### src/rtl/oam_dma_if.sv
// Bus bundle between the sprite-DMA engine, the CPU bus, memory and the PPU register port.
// There is no valid/ready pair: every signal is qualified by cpu_ce, and a value counts only at the clk where cpu_ce=1.
interface oam_dma_if;
    logic [15:0] cpu_addr;
    logic [7:0]  cpu_data;
    logic        cpu_rw;
    logic        cpu_halt;
    logic [15:0] dma_addr;
    logic        dma_rd;
    logic [7:0]  mem_rdata;
    logic [2:0]  ppu_reg_selc;
    logic [7:0]  ppu_data;
    logic        ppu_read_write;
    logic        ppu_sel;

    modport master (
        input  cpu_addr, cpu_data, cpu_rw, mem_rdata,
        output cpu_halt, dma_addr, dma_rd, ppu_reg_selc, ppu_data, ppu_read_write, ppu_sel
    );

    modport slave (
        output cpu_addr, cpu_data, cpu_rw, mem_rdata,
        input  cpu_halt, dma_addr, dma_rd, ppu_reg_selc, ppu_data, ppu_read_write, ppu_sel
    );
endinterface

### src/rtl/oam_dma.sv
// Sprite-DMA engine: a $4014 write halts the CPU and copies page P ($P00-$PFF) into OAM
// through OAMDATA writes, alternating get (read) and put (write) CPU cycles.
module oam_dma #(
    parameter logic [15:0] DMA_REG_ADDR = 16'h4014,
    parameter logic [2:0]  OAMDATA_SEL  = 3'd4,
    parameter int          XFER_LEN     = 256
) (
    input  logic       clk,
    input  logic       rst,
    input  logic       cpu_ce,
    oam_dma_if.master  bus,
    output logic       busy,
    output logic       done,
    output logic [2:0] dbg_state
);
    typedef enum logic [2:0] {
        S_IDLE  = 3'd0,
        S_HALT  = 3'd1,
        S_ALIGN = 3'd2,
        S_READ  = 3'd3,
        S_WRITE = 3'd4
    } state_t;

    localparam logic [7:0] LAST_IDX = 8'(XFER_LEN - 1);

    state_t      r_state;
    state_t      w_next_state;
    logic        r_cyc_odd;
    logic [7:0]  r_page;
    logic [7:0]  w_next_page;
    logic [7:0]  r_idx;
    logic [7:0]  w_next_idx;
    logic        w_trigger;
    logic        w_last;

    logic        w_busy;
    logic        w_dma_rd;
    logic [15:0] w_dma_addr;
    logic        w_ppu_wr;
    logic [7:0]  w_ppu_data;
    logic [2:0]  w_ppu_selc;

    logic        r_busy;
    logic        r_done;
    logic        r_dma_rd;
    logic [15:0] r_dma_addr;
    logic        r_ppu_rw;
    logic [7:0]  r_ppu_data;
    logic [2:0]  r_ppu_selc;

    assign w_trigger = (bus.cpu_rw == 1'b0) && (bus.cpu_addr == DMA_REG_ADDR);

    always_ff @(posedge clk) begin
        if (rst) begin
            r_state   <= S_IDLE;
            r_cyc_odd <= 1'b0;
            r_page    <= 8'h00;
            r_idx     <= 8'h00;
        end else if (cpu_ce) begin
            r_state   <= w_next_state;
            r_cyc_odd <= ~r_cyc_odd;
            r_page    <= w_next_page;
            r_idx     <= w_next_idx;
        end
    end

    // The trigger is only looked at in IDLE, so a $4014 write mid-transfer has no effect.
    always_comb begin
        w_next_state = r_state;
        w_next_page  = r_page;
        w_next_idx   = r_idx;
        w_last       = 1'b0;
        case (r_state)
            S_IDLE: begin
                if (w_trigger) begin
                    w_next_state = S_HALT;
                    w_next_page  = bus.cpu_data;
                    w_next_idx   = 8'h00;
                end
            end
            // r_cyc_odd=1 now means the upcoming cycle is a get cycle.
            S_HALT:  w_next_state = r_cyc_odd ? S_READ : S_ALIGN;
            S_ALIGN: w_next_state = S_READ;
            S_READ:  w_next_state = S_WRITE;
            S_WRITE: begin
                if (r_idx == LAST_IDX) begin
                    w_next_state = S_IDLE;
                    w_last       = 1'b1;
                end else begin
                    w_next_idx   = r_idx + 8'd1;
                    w_next_state = S_READ;
                end
            end
            default: w_next_state = S_IDLE;
        endcase
    end

    // Outputs are decoded from the next state so the registered copy lines up with the state register.
    always_comb begin
        w_busy     = (w_next_state != S_IDLE);
        w_dma_rd   = (w_next_state == S_READ);
        w_dma_addr = w_dma_rd ? {w_next_page, w_next_idx} : 16'h0000;
        w_ppu_wr   = (w_next_state == S_WRITE);
        w_ppu_data = w_ppu_wr ? bus.mem_rdata : 8'h00;
        w_ppu_selc = w_ppu_wr ? OAMDATA_SEL : 3'd0;
    end

    always_ff @(posedge clk) begin
        if (rst) begin
            r_busy     <= 1'b0;
            r_done     <= 1'b0;
            r_dma_rd   <= 1'b0;
            r_dma_addr <= 16'h0000;
            r_ppu_rw   <= 1'b1;
            r_ppu_data <= 8'h00;
            r_ppu_selc <= 3'd0;
        end else begin
            r_done <= 1'b0;
            if (cpu_ce) begin
                r_busy     <= w_busy;
                r_done     <= w_last;
                r_dma_rd   <= w_dma_rd;
                r_dma_addr <= w_dma_addr;
                r_ppu_rw   <= ~w_ppu_wr;
                r_ppu_data <= w_ppu_data;
                r_ppu_selc <= w_ppu_selc;
            end
        end
    end

    assign busy               = r_busy;
    assign done               = r_done;
    assign dbg_state          = r_state;
    assign bus.cpu_halt       = r_busy;
    assign bus.ppu_sel        = r_busy;
    assign bus.dma_rd         = r_dma_rd;
    assign bus.dma_addr       = r_dma_addr;
    assign bus.ppu_read_write = r_ppu_rw;
    assign bus.ppu_data       = r_ppu_data;
    assign bus.ppu_reg_selc   = r_ppu_selc;
endmodule

### src/flat_wrapper.sv
// flat-port wrapper written by rule: the top's interface ports become plain ports
module oam_dma_flat 
#(
    parameter logic [15:0] DMA_REG_ADDR = 16'h4014,
    parameter logic [2:0]  OAMDATA_SEL  = 3'd4,
    parameter int          XFER_LEN     = 256
)
  (clk, rst, cpu_ce, busy, done, dbg_state, bus_cpu_addr, bus_cpu_data, bus_cpu_rw, bus_mem_rdata, bus_cpu_halt, bus_dma_addr, bus_dma_rd, bus_ppu_reg_selc, bus_ppu_data, bus_ppu_read_write, bus_ppu_sel);
  oam_dma_if bus_i ();
  input  logic clk;
  input  logic rst;
  input  logic cpu_ce;
  output logic busy;
  output logic done;
  output logic [2:0] dbg_state;
  input wire logic [$bits(bus_i.cpu_addr)-1:0] bus_cpu_addr;
  input wire logic [$bits(bus_i.cpu_data)-1:0] bus_cpu_data;
  input wire logic [$bits(bus_i.cpu_rw)-1:0] bus_cpu_rw;
  input wire logic [$bits(bus_i.mem_rdata)-1:0] bus_mem_rdata;
  output wire logic [$bits(bus_i.cpu_halt)-1:0] bus_cpu_halt;
  output wire logic [$bits(bus_i.dma_addr)-1:0] bus_dma_addr;
  output wire logic [$bits(bus_i.dma_rd)-1:0] bus_dma_rd;
  output wire logic [$bits(bus_i.ppu_reg_selc)-1:0] bus_ppu_reg_selc;
  output wire logic [$bits(bus_i.ppu_data)-1:0] bus_ppu_data;
  output wire logic [$bits(bus_i.ppu_read_write)-1:0] bus_ppu_read_write;
  output wire logic [$bits(bus_i.ppu_sel)-1:0] bus_ppu_sel;
  assign bus_i.cpu_addr = bus_cpu_addr;
  assign bus_i.cpu_data = bus_cpu_data;
  assign bus_i.cpu_rw = bus_cpu_rw;
  assign bus_i.mem_rdata = bus_mem_rdata;
  assign bus_cpu_halt = bus_i.cpu_halt;
  assign bus_dma_addr = bus_i.dma_addr;
  assign bus_dma_rd = bus_i.dma_rd;
  assign bus_ppu_reg_selc = bus_i.ppu_reg_selc;
  assign bus_ppu_data = bus_i.ppu_data;
  assign bus_ppu_read_write = bus_i.ppu_read_write;
  assign bus_ppu_sel = bus_i.ppu_sel;
  oam_dma #(.DMA_REG_ADDR(DMA_REG_ADDR), .OAMDATA_SEL(OAMDATA_SEL), .XFER_LEN(XFER_LEN)) u_core (.clk(clk), .rst(rst), .cpu_ce(cpu_ce), .bus(bus_i), .busy(busy), .done(done), .dbg_state(dbg_state));
endmodule
### config.mk
export PLATFORM = sky130hd
export DESIGN_NAME = oam_dma_flat
export DESIGN_NICKNAME = d
export VERILOG_FILES = /design/src/rtl/oam_dma_if.sv /design/src/rtl/oam_dma.sv /design/src/flat_wrapper.sv
export SDC_FILE = /design/constraint.sdc
export NUM_CORES = 1
export LEC_CHECK = 0
export CAP_MARGIN = 20
export CORE_MARGIN = 5
export CORE_UTILIZATION = 47
export CTS_BUF_LIST = sky130_fd_sc_hd__clkbuf_4 sky130_fd_sc_hd__clkbuf_8
export DETAILED_ROUTE_END_ITERATION = 12
export PLACE_DENSITY = 0.83
export REMOVE_ABC_BUFFERS = 1
export SKIP_CTS_REPAIR_TIMING = 1
export SYNTH_ARGS = -nofsm -noshare
export SYNTH_HDL_FRONTEND = slang
export SYNTH_SLANG_ARGS = --single-unit
### constraint.sdc
create_clock -name clk -period 1.8 [get_ports clk]
set_input_delay 0.18 -clock clk [delete_from_list [all_inputs] [get_ports clk]]
set_output_delay 0.18 -clock clk [all_outputs]
set_load 0.01 [all_outputs]
# [Word-level counts from Yosys, hierarchy flattened]
# Cells that the tools add are included.
[word_totals] register_bits=51 output_inout_bits=36 wordCells=42
[classes] addsub=1 n_eq_ne=8 mux=13 bitwise=5 reduce_logical=4
[op_table] operator="two-way mux 8 bit" count=5
[op_table] operator="equality test 16 x 15 -> 1 bit, second input constant" count=1
[op_table] operator="two-way mux 16 bit" count=1
[op_table] operator="case mux 8 bit (2 select lines)" count=1
[op_table] operator="case mux 3 bit (5 select lines)" count=1
[op_table] operator="equality test 3 x 2 -> 1 bit, second input constant" count=3
[op_table] operator="adder 8 x 1 -> 8 bit, second input constant" count=1
[op_table] operator="equality test 8 bit, second input constant" count=1
[op_table] operator="equality test 3 bit, second input constant" count=2
[op_table] operator="two-way mux 3 bit" count=2
[op_table] operator="inverter 1 bit" count=5
[op_table] operator="equality test 3 x 1 -> 1 bit, second input constant" count=1
[op_table] operator="zero test 3 bit" count=1
[op_table] operator="nonzero test 3 bit" count=1
[op_table] operator="OR reduction 3 bit" count=1
[op_table] operator="two-way mux 1 bit" count=2
[op_table] operator="two-way mux 2 bit" count=1
[op_table] operator="logical AND 1 bit" count=1

# [Depth between registers and ports, before layout]
# Gate-level depths: netlist (run 1).
[logic_depth] depth_word=6 mapped_depth=7 mapped_depth_nobuf=6

# [Least setup slack after synthesis (run 1)]
# Ideal clock, no wire load.
[synth_path] path_kind="register to register" start="register u_core.r_state[0], in the netlist u_core.dbg_state[0]" end="register u_core.r_idx[7]" arrival_ns=1.553 required_ns=1.684 slack_ns=0.131 path_stages_with_launch=7 n_path_buf=1 synth_period_minus_slack_ns=1.669 path_cell_list="dfxtp_1 buf_6 or3_1 and4b_2 nand2_4 nor3b_1 a31o_1"
[synth_between] elab_chain_cells=2
[synth_rtl] element="start: declaration" line_no="oam_dma.sv:26" source="state_t r_state;"
[synth_rtl] element="start signal: assignment" line_no="oam_dma.sv:60" source="r_state <= w_next_state;"
[synth_rtl] element="equality test 3 bit / zero test 3 bit (equally long branches)" line_no="oam_dma.sv:73" source="case (r_state)"
[synth_rtl] element="case mux 8 bit (2 select lines) (*)" line_no="oam_dma.sv:73"
[synth_rtl] element="end signal: assignment" line_no="oam_dma.sv:63" source="r_idx <= w_next_idx;"
[synth_rtl] element="end: declaration" line_no="oam_dma.sv:31" source="logic [7:0] r_idx;"
# Every way passes the cells marked *; elsewhere a longest branch is shown, timed or not.
# A chain may end at the register's enable or synchronous reset.

# [Worst setup path in the final report (run 1)]
[layout_path] start="register u_core.r_state[2], in the netlist u_core.dbg_state[2]" end="register u_core.r_page[1]"
[layout_between] elab_chain_cells=2
[layout_rtl] element="zero test 3 bit" line_no="oam_dma.sv:73"
[layout_rtl] element="two-way mux 8 bit" line_no="oam_dma.sv:73"
[layout_rtl] element="end signal: assignment" line_no="oam_dma.sv:62" source="r_page <= w_next_page;"
[layout_rtl] element="end: declaration" line_no="oam_dma.sv:29" source="logic [7:0] r_page;"
# Every way passes these cells.

==> run summary, run 1 <==
Initial antenna violation count - 0
Commonest non-fill, non-tap cell in the layout - clkdlybuf4s50_1
Post-synth EDFFs - 0
Crit share post-route - 93.50%
Post-route DRC - 0
Port Buffers - 69
Fraction of layout cells with a size suffix above 1 - 14.05%
First-pass GRT wire length - 8742 um
Top_reg_cell synth - dfxtp_1
Vias in the first global route - 1903
Setup TNS - 0 ns
Via/cell ratio - 5.530
Slowest-stage cell, CP - or3_1
VDD IR max - 0.5337 mV
CTS H-tree depth - 2
Fmax achieved - 594.1 MHz
#FFs+latches synth - 49
Grt met3 use - 6.206%
Clk slew on worst S/H paths - 0.08 ns
Root Buffer - clkbuf_8
Max Slew Vio Count - 0
Kind of cell adding the most delay to the critical path - simple AND/OR/NAND/NOR gates
Layout fillers - 349
CP max stage delay - 0.40 ns
Met2 usage - 29.11%
Die Width - 76.66 um
Area of the multi-input gates - 0.001002 mm^2
Min-Delay Path Class - reg2reg
Yosys warning count - 0
TritonCTS clock tree - yes
Setup crit end kind - flop
Die Area - 0.005876 mm^2
Antenna-violating nets left - 0
Worst-path cell chain - or3_1, and4b_2, nand3_4, mux2i_1, nor2_1
RSZ-0062 raised after global routing - no
Die Ht - 76.66 um
Crit Path Class - reg2reg
Status - finished clean
Row count - 24
Worst-Skew Late Latency - 0.30 ns
Global routing met1 resource utilization - 21.39%
Synthesized area - 0.002088 mm^2
Pleak - 0.001209 uW
Mean Syn Cell Area - 9.535 um^2
DRT iter0 DRCs - 109
Diode count - 0
Register Area - 983.4 um^2
Busiest layer in global routing - met2
Arr. time, crit path - 1.87 ns
Synthesis-to-finish area growth - 44.76%
Max Cap Viol - 0
Minimum clock period - 1.683 ns
Floorplan core area - 0.004324 mm^2
Yosys cell types - 54
Pin count of the biggest net entering global routing - 32
Clk_skew - 0.005158 ns
# setup viols final - 0
Vias - 1941
Cells after Synth - 219
Most frequent cells in the layout - clkdlybuf4s50_1 (69), dfxtp_1 (47), nor2_1 (28)
Final net count - 335
Routability Congestion - 0.9588
WL/cell - 14.91 um
Critical Path Fanout Max - 8
CP Launch Type - flop
Sinks on Clock Net - 49
Power Dens Cells - 706.6 mW/mm^2
TritonCTS Buffers - 5
CP Data Required Time - 1.98 ns
Io pins - 72
Sequential area share after synthesis - 46.97%
Tot GR Track Use - 17.89%
Post-Route WL - 5232 um
Final HPWL DP - 3819 um
First drt pass iteration count - 4
FFs w/ async S/R, synth - 0%
Core Util, Final - 69.91%
CP Buf/Inv Count - 0
Initial Utilization - 48.29%
Pwr Total - 2136 uW
Hold Violations, Final - 0
CTS Buffer Depth - 2
Congestion Overflow GR - 0
Yosys cell counts, types with 2 or more instances:
cell      count  share of area [%]
nor2_1       28                5.0
o21ai_1       2               0.48
a21oi_1      13                3.1
dfxtp_1      49                 47
o211ai_1      2               0.72
a22oi_1       8                2.9
nand4_1       3               0.90
a211oi_1      3                1.1
a221oi_1      2               0.84
nand2_1      12                2.2
nor3_1        2               0.48
and3_1        5                1.5
inv_1         4               0.72
mux2i_1       9                4.3
and4b_2       2                1.1
clkbuf_1      7                1.3
nand3_1       5                1.2
o21ai_0       5                1.2
buf_2         3               0.72
nor4_1        2               0.60
buf_4         5                1.8
a22o_1       11                4.6
nor3b_1       5                1.8
a21o_1        2               0.72
logic make-up after synthesis:
| group | count (synthesis) | synth area share [%] |
|---|---|---|
| other cells | 1 | 0.1796 |
| buf+inv | 22 | 5.392 |
| fa+ha+maj | 1 | 0.5991 |
| xor+xnor | 1 | 0.4195 |
| flops | 49 | 46.97 |
| mux | 10 | 4.853 |
| simple gates | 75 | 20.19 |
| compound gates | 60 | 21.39 |
state kept, by name, indices dropped and copies added (netlist names):
signal and flops:
u_core.bus.dma_rd 1, u_core.bus.cpu_halt 1, u_core.bus.ppu_read_write 1, u_core.r_cyc_odd 1, u_core.bus.ppu_data 8, u_core.done 1
u_core.r_page 8, u_core.bus.ppu_reg_selc 1, u_core.bus.dma_addr 16, u_core.r_idx 8, u_core.dbg_state 3
stage by stage:
stage | cell area (um^2) | std cells | setup WS (ns) | hold slack (ns)
4_1_cts | 3009 | 350 | -0.01043 | 0.4614
5_1_grt | 3023 | 351 | 0.02084 | 0.4699
6_report | 3023 | 351 | 0.1169 | 0.4591
3_3_place_gp | 2889 | 342 | -0.008366 | 0.4408
2_1_floorplan | 1998 | 203 | 0.1402 | 0.2491
3_5_place_dp | 2889 | 342 | -0.04767 | 0.4491
layer usage:
layer,share of wire [%],wire [um]
met5,0,0
met2,46,2413
met1,42,2216
met4,3.4,178
met3,8.1,424
area by class of cell:
class	count	area share [%]
clock inverters	1	0.9934
flip-flops and latches	49	32.53
multi-input cells	149	33.15
well taps	52	2.152
inverters	5	0.6209
repair buffers	88	27.57
clock buffers	7	2.980
worst reg2reg max path, delay by kind of cell (launching register included):
kind             cells  cell delay (ns)
multiplexers         1             0.20
flip-flops           1             0.35
AND/OR/NAND/NOR      4             1.01
path summary, 6_finish.rpt:
check / start / slack (ns) / end / cells after the start
setup / recovery: u_core.dbg_state[2]$_SDFFE_PP0P_ / 0.12 / u_core.r_page[1]$_SDFFE_PP0P_ / 5
hold reg to reg: u_core.bus.dma_addr[0]$_SDFFE_PP0P_ / 0.46 / u_core.bus.dma_addr[0]$_SDFFE_PP0P_ / 2
hold / removal: u_core.bus.dma_addr[0]$_SDFFE_PP0P_ / 0.46 / u_core.bus.dma_addr[0]$_SDFFE_PP0P_ / 2
setup reg to reg: u_core.dbg_state[2]$_SDFFE_PP0P_ / 0.12 / u_core.r_page[1]$_SDFFE_PP0P_ / 5
power breakdown:
group	switching (uW)	internal [uW]	total (uW)
clock	353	468	821
sequential	8.96	1090	1100
combinational	89.4	123	212
total	452	1680	2140
Power figures use the tool's default switching activity.
==> run 2: changes to the inputs <==
- CTS_CLUSTER_DIAMETER: unset -> 80
==> results of run 2 <==
No change in the layout: final DEF, timing and power equal those of run 1.
